===== src/rtl/debug_controller_pkg.sv =====
// debug_controller_pkg: command codes, state encodings and byte-count helper for the debug controller
package debug_controller_pkg;
  localparam int DEF_PC_BITS = 10;
  localparam int DEF_DATA_ADDRS_BITS = 10;
  localparam logic [7:0] CMD_LOAD = 8'h01;
  localparam logic [7:0] CMD_RUN = 8'h02;
  localparam logic [7:0] CMD_STEP = 8'h03;
  typedef enum logic [3:0] {
    IDLE, LOAD_CNT, LOAD_BYTE, LOAD_WR, RUN, STEP, DUMP_VEC, DUMP_MEM_RD, DUMP_MEM_TX
  } state_t;
  typedef enum logic [1:0] {SND_IDLE, SND_PEND, SND_HOLD, SND_WAIT} snd_state_t;
  function automatic int byte_count(input int bits);
    return (bits + 7) / 8;
  endfunction
endpackage


===== src/rtl/debug_byte_sender.sv =====
// debug_byte_sender: hands one byte at a time to the transmitter using its busy handshake
module debug_byte_sender
  import debug_controller_pkg::*;
(
  input  logic       clk,
  input  logic       rst,
  input  logic [7:0] i_byte,
  input  logic       i_valid,
  output logic       o_done,
  output logic [7:0] o_tx_data,
  output logic       o_tx_start,
  input  logic       i_tx_busy
);
  snd_state_t state;
  // the start pulse is gated by busy so it can never coincide with a busy transmitter
  assign o_tx_start = state == SND_PEND && !i_tx_busy;
  // latch byte, start when free, skip one cycle of busy, then wait for the transmitter to drain
  always_ff @(posedge clk or negedge rst) begin
    if (!rst) begin
      state <= SND_IDLE;
      o_tx_data <= '0;
      o_done <= 1'b0;
    end else begin
      o_done <= 1'b0;
      case (state)
        SND_IDLE: if (i_valid) begin
          o_tx_data <= i_byte;
          state <= SND_PEND;
        end
        SND_PEND: if (!i_tx_busy) state <= SND_HOLD;
        SND_HOLD: state <= SND_WAIT;
        SND_WAIT: if (!i_tx_busy) begin
          o_done <= 1'b1;
          state <= SND_IDLE;
        end
        default: state <= SND_IDLE;
      endcase
    end
  end
endmodule


===== src/rtl/debug_controller.sv =====
// debug_controller: byte-command debug unit that loads program words, runs/steps the core and dumps state
module debug_controller
  import debug_controller_pkg::*;
#(
  parameter int PC_BITS = DEF_PC_BITS,
  parameter int INSTRUCTION_BITS = 32,
  parameter int PROC_BITS = 32,
  parameter int DATA_ADDRS_BITS = DEF_DATA_ADDRS_BITS,
  parameter int DUMP_BITS = 1024,
  parameter int DATA_WORDS = 32,
  parameter logic [31:0] RUN_LIMIT = 32'hFFFF
) (
  input  logic                        clk,
  input  logic                        rst,
  input  logic [7:0]                  i_rx_data,
  input  logic                        i_rx_valid,
  output logic [7:0]                  o_tx_data,
  output logic                        o_tx_start,
  input  logic                        i_tx_busy,
  output logic                        o_enable,
  output logic                        o_write_inst_mem,
  output logic [PC_BITS-1:0]          o_inst_mem_addr,
  output logic [INSTRUCTION_BITS-1:0] o_inst_mem_data,
  output logic                        o_debug_read_data,
  output logic [DATA_ADDRS_BITS-1:0]  o_debug_read_address,
  input  logic [PROC_BITS-1:0]        i_mem_data,
  input  logic [DUMP_BITS-1:0]        i_dump_vec,
  input  logic                        i_halt
);
  localparam int INST_BYTES = byte_count(INSTRUCTION_BITS);
  localparam int VEC_BYTES = byte_count(DUMP_BITS);
  localparam int PROC_BYTES = byte_count(PROC_BITS);
  localparam int VEC_W = VEC_BYTES * 8;
  state_t state;
  logic [7:0] n_left;
  logic [15:0] byte_idx;
  logic [31:0] cycle_cnt;
  logic halt_flag, rd_q, inflight, send_v, send_done;
  logic [7:0] send_byte;
  logic [VEC_W-1:0] snap;
  logic [PROC_BITS-1:0] mem_word;
  logic [VEC_W+31:0] vec_all;
  assign vec_all = {cycle_cnt, snap};
  // a retiring HALT drops enable in the same cycle so the halting cycle is not counted
  assign o_enable = (state == RUN && !i_halt) || state == STEP;
  assign o_write_inst_mem = state == LOAD_WR;
  assign o_debug_read_data = rd_q;
  debug_byte_sender u_sender (
    .clk(clk), .rst(rst), .i_byte(send_byte), .i_valid(send_v), .o_done(send_done),
    .o_tx_data(o_tx_data), .o_tx_start(o_tx_start), .i_tx_busy(i_tx_busy)
  );
  // command decode, program load, run/step control and dump sequencing
  always_ff @(posedge clk or negedge rst) begin
    if (!rst) begin
      state <= IDLE;
      n_left <= '0;
      byte_idx <= '0;
      cycle_cnt <= '0;
      halt_flag <= 1'b0;
      rd_q <= 1'b0;
      inflight <= 1'b0;
      send_v <= 1'b0;
      send_byte <= '0;
      snap <= '0;
      mem_word <= '0;
      o_inst_mem_addr <= '0;
      o_inst_mem_data <= '0;
      o_debug_read_address <= '0;
    end else begin
      send_v <= 1'b0;
      if (state != DUMP_VEC) snap <= VEC_W'(i_dump_vec);
      case (state)
        IDLE: begin
          byte_idx <= '0;
          if (i_rx_valid)
            state <= i_rx_data == CMD_LOAD ? LOAD_CNT :
                     i_rx_data == CMD_RUN  ? (halt_flag ? DUMP_VEC : RUN) :
                     i_rx_data == CMD_STEP ? (halt_flag ? DUMP_VEC : STEP) : IDLE;
        end
        LOAD_CNT: if (i_rx_valid) begin
          n_left <= i_rx_data;
          o_inst_mem_addr <= '0;
          state <= i_rx_data == 8'd0 ? IDLE : LOAD_BYTE;
        end
        LOAD_BYTE: if (i_rx_valid) begin
          o_inst_mem_data <= INSTRUCTION_BITS'({i_rx_data, o_inst_mem_data} >> 8);
          byte_idx <= byte_idx + 16'd1;
          if (byte_idx == 16'(INST_BYTES - 1)) state <= LOAD_WR;
        end
        LOAD_WR: begin
          byte_idx <= '0;
          n_left <= n_left - 8'd1;
          if (n_left == 8'd1) begin
            halt_flag <= 1'b0;
            cycle_cnt <= '0;
            state <= IDLE;
          end else begin
            o_inst_mem_addr <= o_inst_mem_addr + PC_BITS'(1);
            state <= LOAD_BYTE;
          end
        end
        RUN: if (i_halt) begin
          halt_flag <= 1'b1;
          state <= DUMP_VEC;
        end else begin
          cycle_cnt <= cycle_cnt + 32'd1;
          if (cycle_cnt + 32'd1 >= RUN_LIMIT) state <= DUMP_VEC;
        end
        STEP: begin
          cycle_cnt <= cycle_cnt + 32'd1;
          state <= DUMP_VEC;
        end
        DUMP_VEC: if (!inflight) begin
          send_v <= 1'b1;
          send_byte <= 8'(vec_all >> {byte_idx, 3'b000});
          inflight <= 1'b1;
        end else if (send_done) begin
          inflight <= 1'b0;
          byte_idx <= byte_idx + 16'd1;
          if (byte_idx == 16'(VEC_BYTES + 3)) begin
            byte_idx <= '0;
            o_debug_read_address <= '0;
            rd_q <= 1'b1;
            state <= DUMP_MEM_RD;
          end
        end
        DUMP_MEM_RD: if (rd_q) rd_q <= 1'b0;
        else begin
          mem_word <= i_mem_data;
          state <= DUMP_MEM_TX;
        end
        DUMP_MEM_TX: if (!inflight) begin
          send_v <= 1'b1;
          send_byte <= 8'(mem_word >> {byte_idx, 3'b000});
          inflight <= 1'b1;
        end else if (send_done) begin
          inflight <= 1'b0;
          byte_idx <= byte_idx + 16'd1;
          if (byte_idx == 16'(PROC_BYTES - 1)) begin
            byte_idx <= '0;
            if (o_debug_read_address == DATA_ADDRS_BITS'(DATA_WORDS - 1)) begin
              o_debug_read_address <= '0;
              state <= IDLE;
            end else begin
              o_debug_read_address <= o_debug_read_address + DATA_ADDRS_BITS'(1);
              rd_q <= 1'b1;
              state <= DUMP_MEM_RD;
            end
          end
        end
        default: state <= IDLE;
      endcase
    end
  end
endmodule


===== config.mk =====
export PLATFORM = sky130hd
export DESIGN_NAME = debug_controller
export DESIGN_NICKNAME = d
export VERILOG_FILES = /design/src/rtl/debug_controller_pkg.sv /design/src/rtl/debug_byte_sender.sv /design/src/rtl/debug_controller.sv
export SDC_FILE = /design/constraint.sdc
export NUM_CORES = 2
export LEC_CHECK = 0
export ABC_AREA = 1
export CAP_MARGIN = 10
export CORE_AREA = 2 2 444 446
export DETAILED_ROUTE_END_ITERATION = 12
export DIE_AREA = 0 0 446 448
export GPL_TIMING_DRIVEN = 0
export PLACE_DENSITY = 0.5
export SLEW_MARGIN = 10
export SYNTH_ARGS = -nofsm -noshare
export SYNTH_HDL_FRONTEND = slang
export SYNTH_SLANG_ARGS = --single-unit
export TNS_END_PERCENT = 30

===== constraint.sdc =====
create_clock -name clk -period 5.7 [get_ports clk]
set_input_delay 0.855 -clock clk [delete_from_list [all_inputs] [get_ports clk]]
set_output_delay 0.855 -clock clk [all_outputs]
set_load 0.005 [all_outputs]

# After elaboration in Yosys (flattened, before gate mapping)
# Cells that the tools add are included.
word_totals:
  register_bits: 1191
  input_bits: 1069
  out_inout_bits: 64
  word_cells: 166
classes:
  n_addsub: 5
  magnitude_cmp: 1
  eq_ne: 41
  shifts: 2
  muxes: 70
  bitwise: 1
  reduce_logical: 29
op_table:
  columns: ["operator", "n"]
  rows:
  - ["$shr 1056x19->8", 1]
  - ["$mux 16", 7]
  - ["$pmux 32 s3", 1]
  - ["$mux 10", 9]
  - ["$mux 32", 2]
  - ["$pmux 16 s4", 1]
  - ["$mux 4", 13]
  - ["$pmux 10 s2", 2]
  - ["$ne 2x2->1 const B", 18]
  - ["$pmux 4 s9", 1]
  - ["$add 32x1->32 const B", 1]
  - ["$ge 32x16->1 const B", 1]
  - ["$pmux 8 s2", 2]
  - ["$shr 32x19->8", 1]
  - ["$mux 8", 3]
  - ["$add 10x1->10 const B", 2]
  - ["$add 16x1->16 const B", 1]
  - ["$eq 16x2->1 const B", 1]
  - ["$eq 16x8->1 const B", 1]
  - ["$eq 4x3->1 const B", 4]
  - ["$eq 8x1->1 const B", 2]
  - ["$eq 8x2->1 const B", 2]
  - ["$mux 1", 15]
  - ["$reduce_and 3->1", 5]
  - ["other kinds (31)", 53]

# Logic depth before layout (Yosys ltp)
depth:
  ltp_word: 6
  mapped_depth: 20
  depth_no_buf: 17

# By module
# Synthesis repeated with hierarchy kept, for this count alone.
hier_totals:
  hier_cells: 7612
  area_unflattened_um2: 57639.0
by_module_without_submodules:
  columns: ["mod", "instances", "cells_per_inst", "area_each_um2", "seq_area_each_um2"]
  rows:
  - ["debug_controller", 1, 7550, 57088.5, 29528.3]
  - ["debug_byte_sender", 1, 62, 550.5, 275.3]

# Worst setup path before layout
# No wires, ideal clock.
synth_timing:
  path_type: "in2out"
  startpoint: "input i_halt"
  endpoint: "output o_enable"
  arrival_time_ns: 1.550
  required_time_ns: 4.845
  slack_ns: 3.295
  cell_stages: 4
  path_buffers: 1
  cell_sequence: "nand3_1 > nand3_1 > nor2_2 > buf_2"
synth_via:
  elab_chain_cells: 3
synth_lines:
  columns: ["element", "line", "source"]
  rows:
  - ["start: declaration", "debug_controller.sv:28", "input logic i_halt"]
  - ["$logic_not 1->1", "debug_controller.sv:45", "assign o_enable = (state == RUN && !i_halt) || state == STEP;"]
  - ["$logic_and 1x1->1", "debug_controller.sv:45", null]
  - ["$logic_or 1x1->1", "debug_controller.sv:45", null]
  - ["end: declaration", "debug_controller.sv:20", "output logic o_enable,"]
# Every way passes these cells.

# Final worst setup path
layout_timing:
  startpoint: "register byte_idx[1]"
  endpoint: "register send_byte[5]"
layout_via:
  elab_chain_cells: 3
  elab_cells_between_ends: 5
  classes_between: "2 x shift; 3 x mux"
layout_lines:
  columns: ["element", "line", "source"]
  rows:
  - ["start: declaration", "debug_controller.sv:36", "logic [15:0] byte_idx;"]
  - ["start signal: assignment", "debug_controller.sv:87", "byte_idx <= byte_idx + 16'd1;"]
  - ["start signal: assignment", "debug_controller.sv:119", "byte_idx <= byte_idx + 16'd1;"]
  - ["start signal: assignment", "debug_controller.sv:138", "byte_idx <= byte_idx + 16'd1;"]
  - ["$shr 1056x19->8 or $shr 32x19->8 (tied branches)", "debug_controller.sv:115, debug_controller.sv:134", null]
  - ["$mux 8 (on tied branches)", "debug_controller.sv:113, debug_controller.sv:132", null]
  - ["$pmux 8 s2 (*)", "debug_controller.sv:72", "case (state)"]
  - ["end signal: assignment", "debug_controller.sv:115", "send_byte <= 8'(vec_all >> {byte_idx, 3'b000});"]
  - ["end signal: assignment", "debug_controller.sv:134", "send_byte <= 8'(mem_word >> {byte_idx, 3'b000});"]
  - ["end: declaration", "debug_controller.sv:39", "logic [7:0] send_byte;"]
# Every way passes the cells marked *; elsewhere a longest branch is shown, timed or not. The select of a mux whose other input is x is not followed.
# A chain may end at the register's enable or synchronous reset.

==> metrics <==
Distinct cells, synth=between 40 and 50; CTS tree=built; Die ar.=200000 um^2; endpoints failing hold=0; H-tree depth=4; Filler cells=about 21000; Synth Area in Simple Gates=just under 30%; initial core utilization=between 20 and 30%; Clock Skew=around 0.028 ns; layout cells sized above 1=5.94%; syn_area_per_cell=roughly 7.5 um^2; Final Max Slew Viols=0; IO Pins=1133; WP data required=6.45 ns; Peak supply drop=approximately 0.38 mV; number of buffers inserted during clock tree synthesis=147; die span in x=446 um; crit-path max FO=10; final weighted congestion in routability-driven placement=approximately 1; Power Dens Cells=~400 nW/um^2; CORE AREA=~190000 um^2; # port buffers=between 1000 and 1500; Worst R2R Path Depth=15; die outline height=448 um; Routed Antenna Nets=0; Final Cycle Share=roughly four fifths; status=finished clean; vias in the first global route=58300; Synthesis Warnings=0; synthesized area=around 58000 um^2; post-synthesis register bit count=1191; Final HPWL DP=between 200000 and 300000 um; Max Cap Violations=0; register area share after synthesis=between 50% and 60%; Final setup viols=0; Syn Nets=roughly 8800; hold path cells=2; XOR/XNOR Fraction of Synth Area=less than 1%; f_max=~0.21 GHz; Final Worst Setup Slack=approximately 1 ns; overall routing resource usage=approximately a third; area grow syn2layout=34.3%; Clock Latency Late Sink=around 0.83 ns; WL per Instance=between 20 and 30 um; post-synthesis mux area share=less than 1%; Setup WS pre-CTS=1.27 ns; setup_tns=0 ns; main combinational cell family by area after synthesis=simple AND/OR/NAND/NOR gates; DR pass1 iterations=6; ys flop type=dfrtp_1; Slew @ Worst Pin=1.43 ns; P_leak=~38 nW; Initial DRC Count=7323; WL final=351000 um; # rows=around 160; largest net degree at the start of global routing=around 150; clk sinks=around 1200; crit end category=flip-flop; Worst Hold Class=reg -> reg; Synth Instances=7678; via count=60500; Compound-Gate Fraction of Synth Area=10.1%; Overflow after GRT=0; Async SR Flop Fraction=100%; RSZ-0062 raised after global routing=false; Max clock buf depth=3; vias per cell=between 5 and 6; Root Buffer=clkbuf_16; number of synthesized flops with an enable pin=0; drc violations=0; fin nets=roughly 10000; min Tclk post-route=approximately 4.7 ns; Worst-path clk slew=about 0.06 ns; Worst slew margin=between 4 and 5%; crit path kind=reg -> reg; crit path DAT=between 5 and 6 ns; first-pass GRT wire length=~470000 um; initial antenna violation count=around 170; Post-Synth Adder-Cell Area=0.260%; Worst Setup Start Kind=flip-flop
==> per-layer routing <==
| layer | vias to the layer above | part of all wire, % | GRT usage, % |
|---|---|---|---|
| li1 | 26800 | - | - |
| met3 | 725 | 8.3 | 7.22 |
| met1 | 29700 | 41 | 44.7 |
| met2 | 3246 | 44 | 51.5 |
| met4 | 18 | 6.5 | 22.0 |
| met5 | - | 0.031 | 0.457 |
==> logic make-up after synthesis <==
logic type | Yosys count
adders and majority gates | 12
and+or+nand+nor | 4162
muxes | 40
buffers and inverters | 1159
DFF | 1191
xor gates and xnor gates | 18
AOI/OAI and AO/OA | 1096
==> area by class of cell <==
cell class / instances / area (um^2) / area share, %
Sequential cell: 1191 / 29800 / 38.5
Multi-Input combinational cell: 5328 / 23200 / 29.9
Timing Repair Buffer: 1142 / 11600 / 15.0
Clock buffer: 212 / 4250 / 5.48
Tap cell: 2542 / 3180 / 4.10
Inverter: 694 / 2610 / 3.37
Buffer: 465 / 2080 / 2.68
Clock inverter: 41 / 468 / 0.604
Antenna cell: 116 / 290 / 0.375
==> sequential cells by signal, indices dropped and copies added, names as in the netlist, 2 cells and up <==
| signal | flops |
|---|---|
| byte_idx | 16 |
| cycle_cnt | 32 |
| mem_word | 32 |
| n_left | 8 |
| o_debug_read_address | 10 |
| o_inst_mem_addr | 10 |
| o_inst_mem_data | 32 |
| send_byte | 8 |
| snap | 1024 |
| state | 4 |
| u_sender.o_tx_data | 8 |
| u_sender.state | 2 |
==> where the power goes <==
part / switching (mW) / internal [mW]
registers: 0.223 / 8.88
logic: 9.63 / 2.99
clock network: 4.05 / 5.38
==> what timing repair did <==
item / in CTS / in global routing
resized for setup: 0 / 0
buffers inserted: 0 / 0
hold buffers: 1 / 0
endpoints found under the hold margin: 67 / 0
==> cell usage after synthesis (3+ instances only) <==
cell / instances / area share (%)
o21ai_0: 776 / 6.7
buf_2: 183 / 1.6
o31ai_1: 3 / 0.039
nand3_1: 553 / 4.8
nand2_2: 12 / 0.13
nand2_1: 3369 / 22
buf_1: 10 / 0.065
a21oi_1: 180 / 1.6
a22o_1: 3 / 0.046
nor2_4: 4 / 0.078
nor2_1: 142 / 0.92
nand3_2: 5 / 0.087
inv_1: 678 / 4.4
nor4_1: 8 / 0.087
nor2_2: 17 / 0.18
o22ai_1: 10 / 0.11
nand4_1: 25 / 0.27
buf_6: 7 / 0.14
nor3_1: 17 / 0.15
dfrtp_1: 1191 / 52
mux2_2: 40 / 0.78
clkbuf_1: 253 / 1.6
o221ai_1: 12 / 0.18
o21ai_1: 18 / 0.16
inv_2: 14 / 0.091
o211ai_1: 87 / 1.1
buf_4: 12 / 0.16
ha_1: 12 / 0.26
xor2_1: 18 / 0.27
==> per-stage QoR <==
stage | cell area [um^2] | std cells | hold WS (ns) | power [mW] | utilization, %
2_1_floorplan | 57700 | 7678 | 0.437 | 14.4 | -
4_1_cts | 77200 | 11600 | 0.468 | 30.8 | 39.7
3_5_place_dp | 72500 | 11400 | 0.453 | 21.4 | 37.2
5_1_grt | 77400 | 11700 | 0.484 | 31.9 | 39.8
6_report | 77500 | 11700 | 0.469 | 31.2 | 39.8
3_3_place_gp | 72200 | 11400 | 0.451 | 21.4 | 37.1
==> cells in the final DEF (no fill, tap or decap), drive strengths merged, types with 18 or more instances in the layout <==
| cell type | instances |
|---|---|
| clkdlybuf4s50 | 1131 |
| dfrtp | 1191 |
| inv | 703 |
| a21oi | 180 |
| clkinv | 24 |
| nand2 | 3383 |
| o21ai | 796 |
| nor3 | 19 |
| nand4 | 26 |
| buf | 222 |
| diode | 116 |
| mux2 | 40 |
| xor2 | 18 |
| clkbuf | 465 |
| o211ai | 87 |
| nor2 | 165 |
| nand3 | 558 |
==> worst paths after layout <==
| check | from | endpoint | slack (ns) |
|---|---|---|---|
| setup / recovery | byte_idx[1] | send_byte[5] | 1.03 |
| hold reg to reg | snap[688] | snap[688] | 0.47 |
| hold / removal | snap[688] | snap[688] | 0.47 |
| setup reg to reg | byte_idx[1] | send_byte[5] | 1.03 |
| max in group asynchronous | rst | o_debug_read_address[7] | 3.13 |
| min in group asynchronous | rst | snap[265] | 0.58 |
==> critical path: stages, from the launching register on <==
cell,delay [ns]
dfrtp_1,0.35
buf_2,0.41
buf_4,0.26
clkbuf_1,1.01
o21ai_0,0.44
o21ai_0,0.85
nand2_1,0.27
nand3_1,0.17
o21ai_0,0.09
nand2_1,0.09
nand2_1,0.11
nand2_1,0.08
nand3_1,0.14
nand2_1,0.16
nand2_1,0.07
nand2_1,0.08
(Power assumes the default switching activity.)
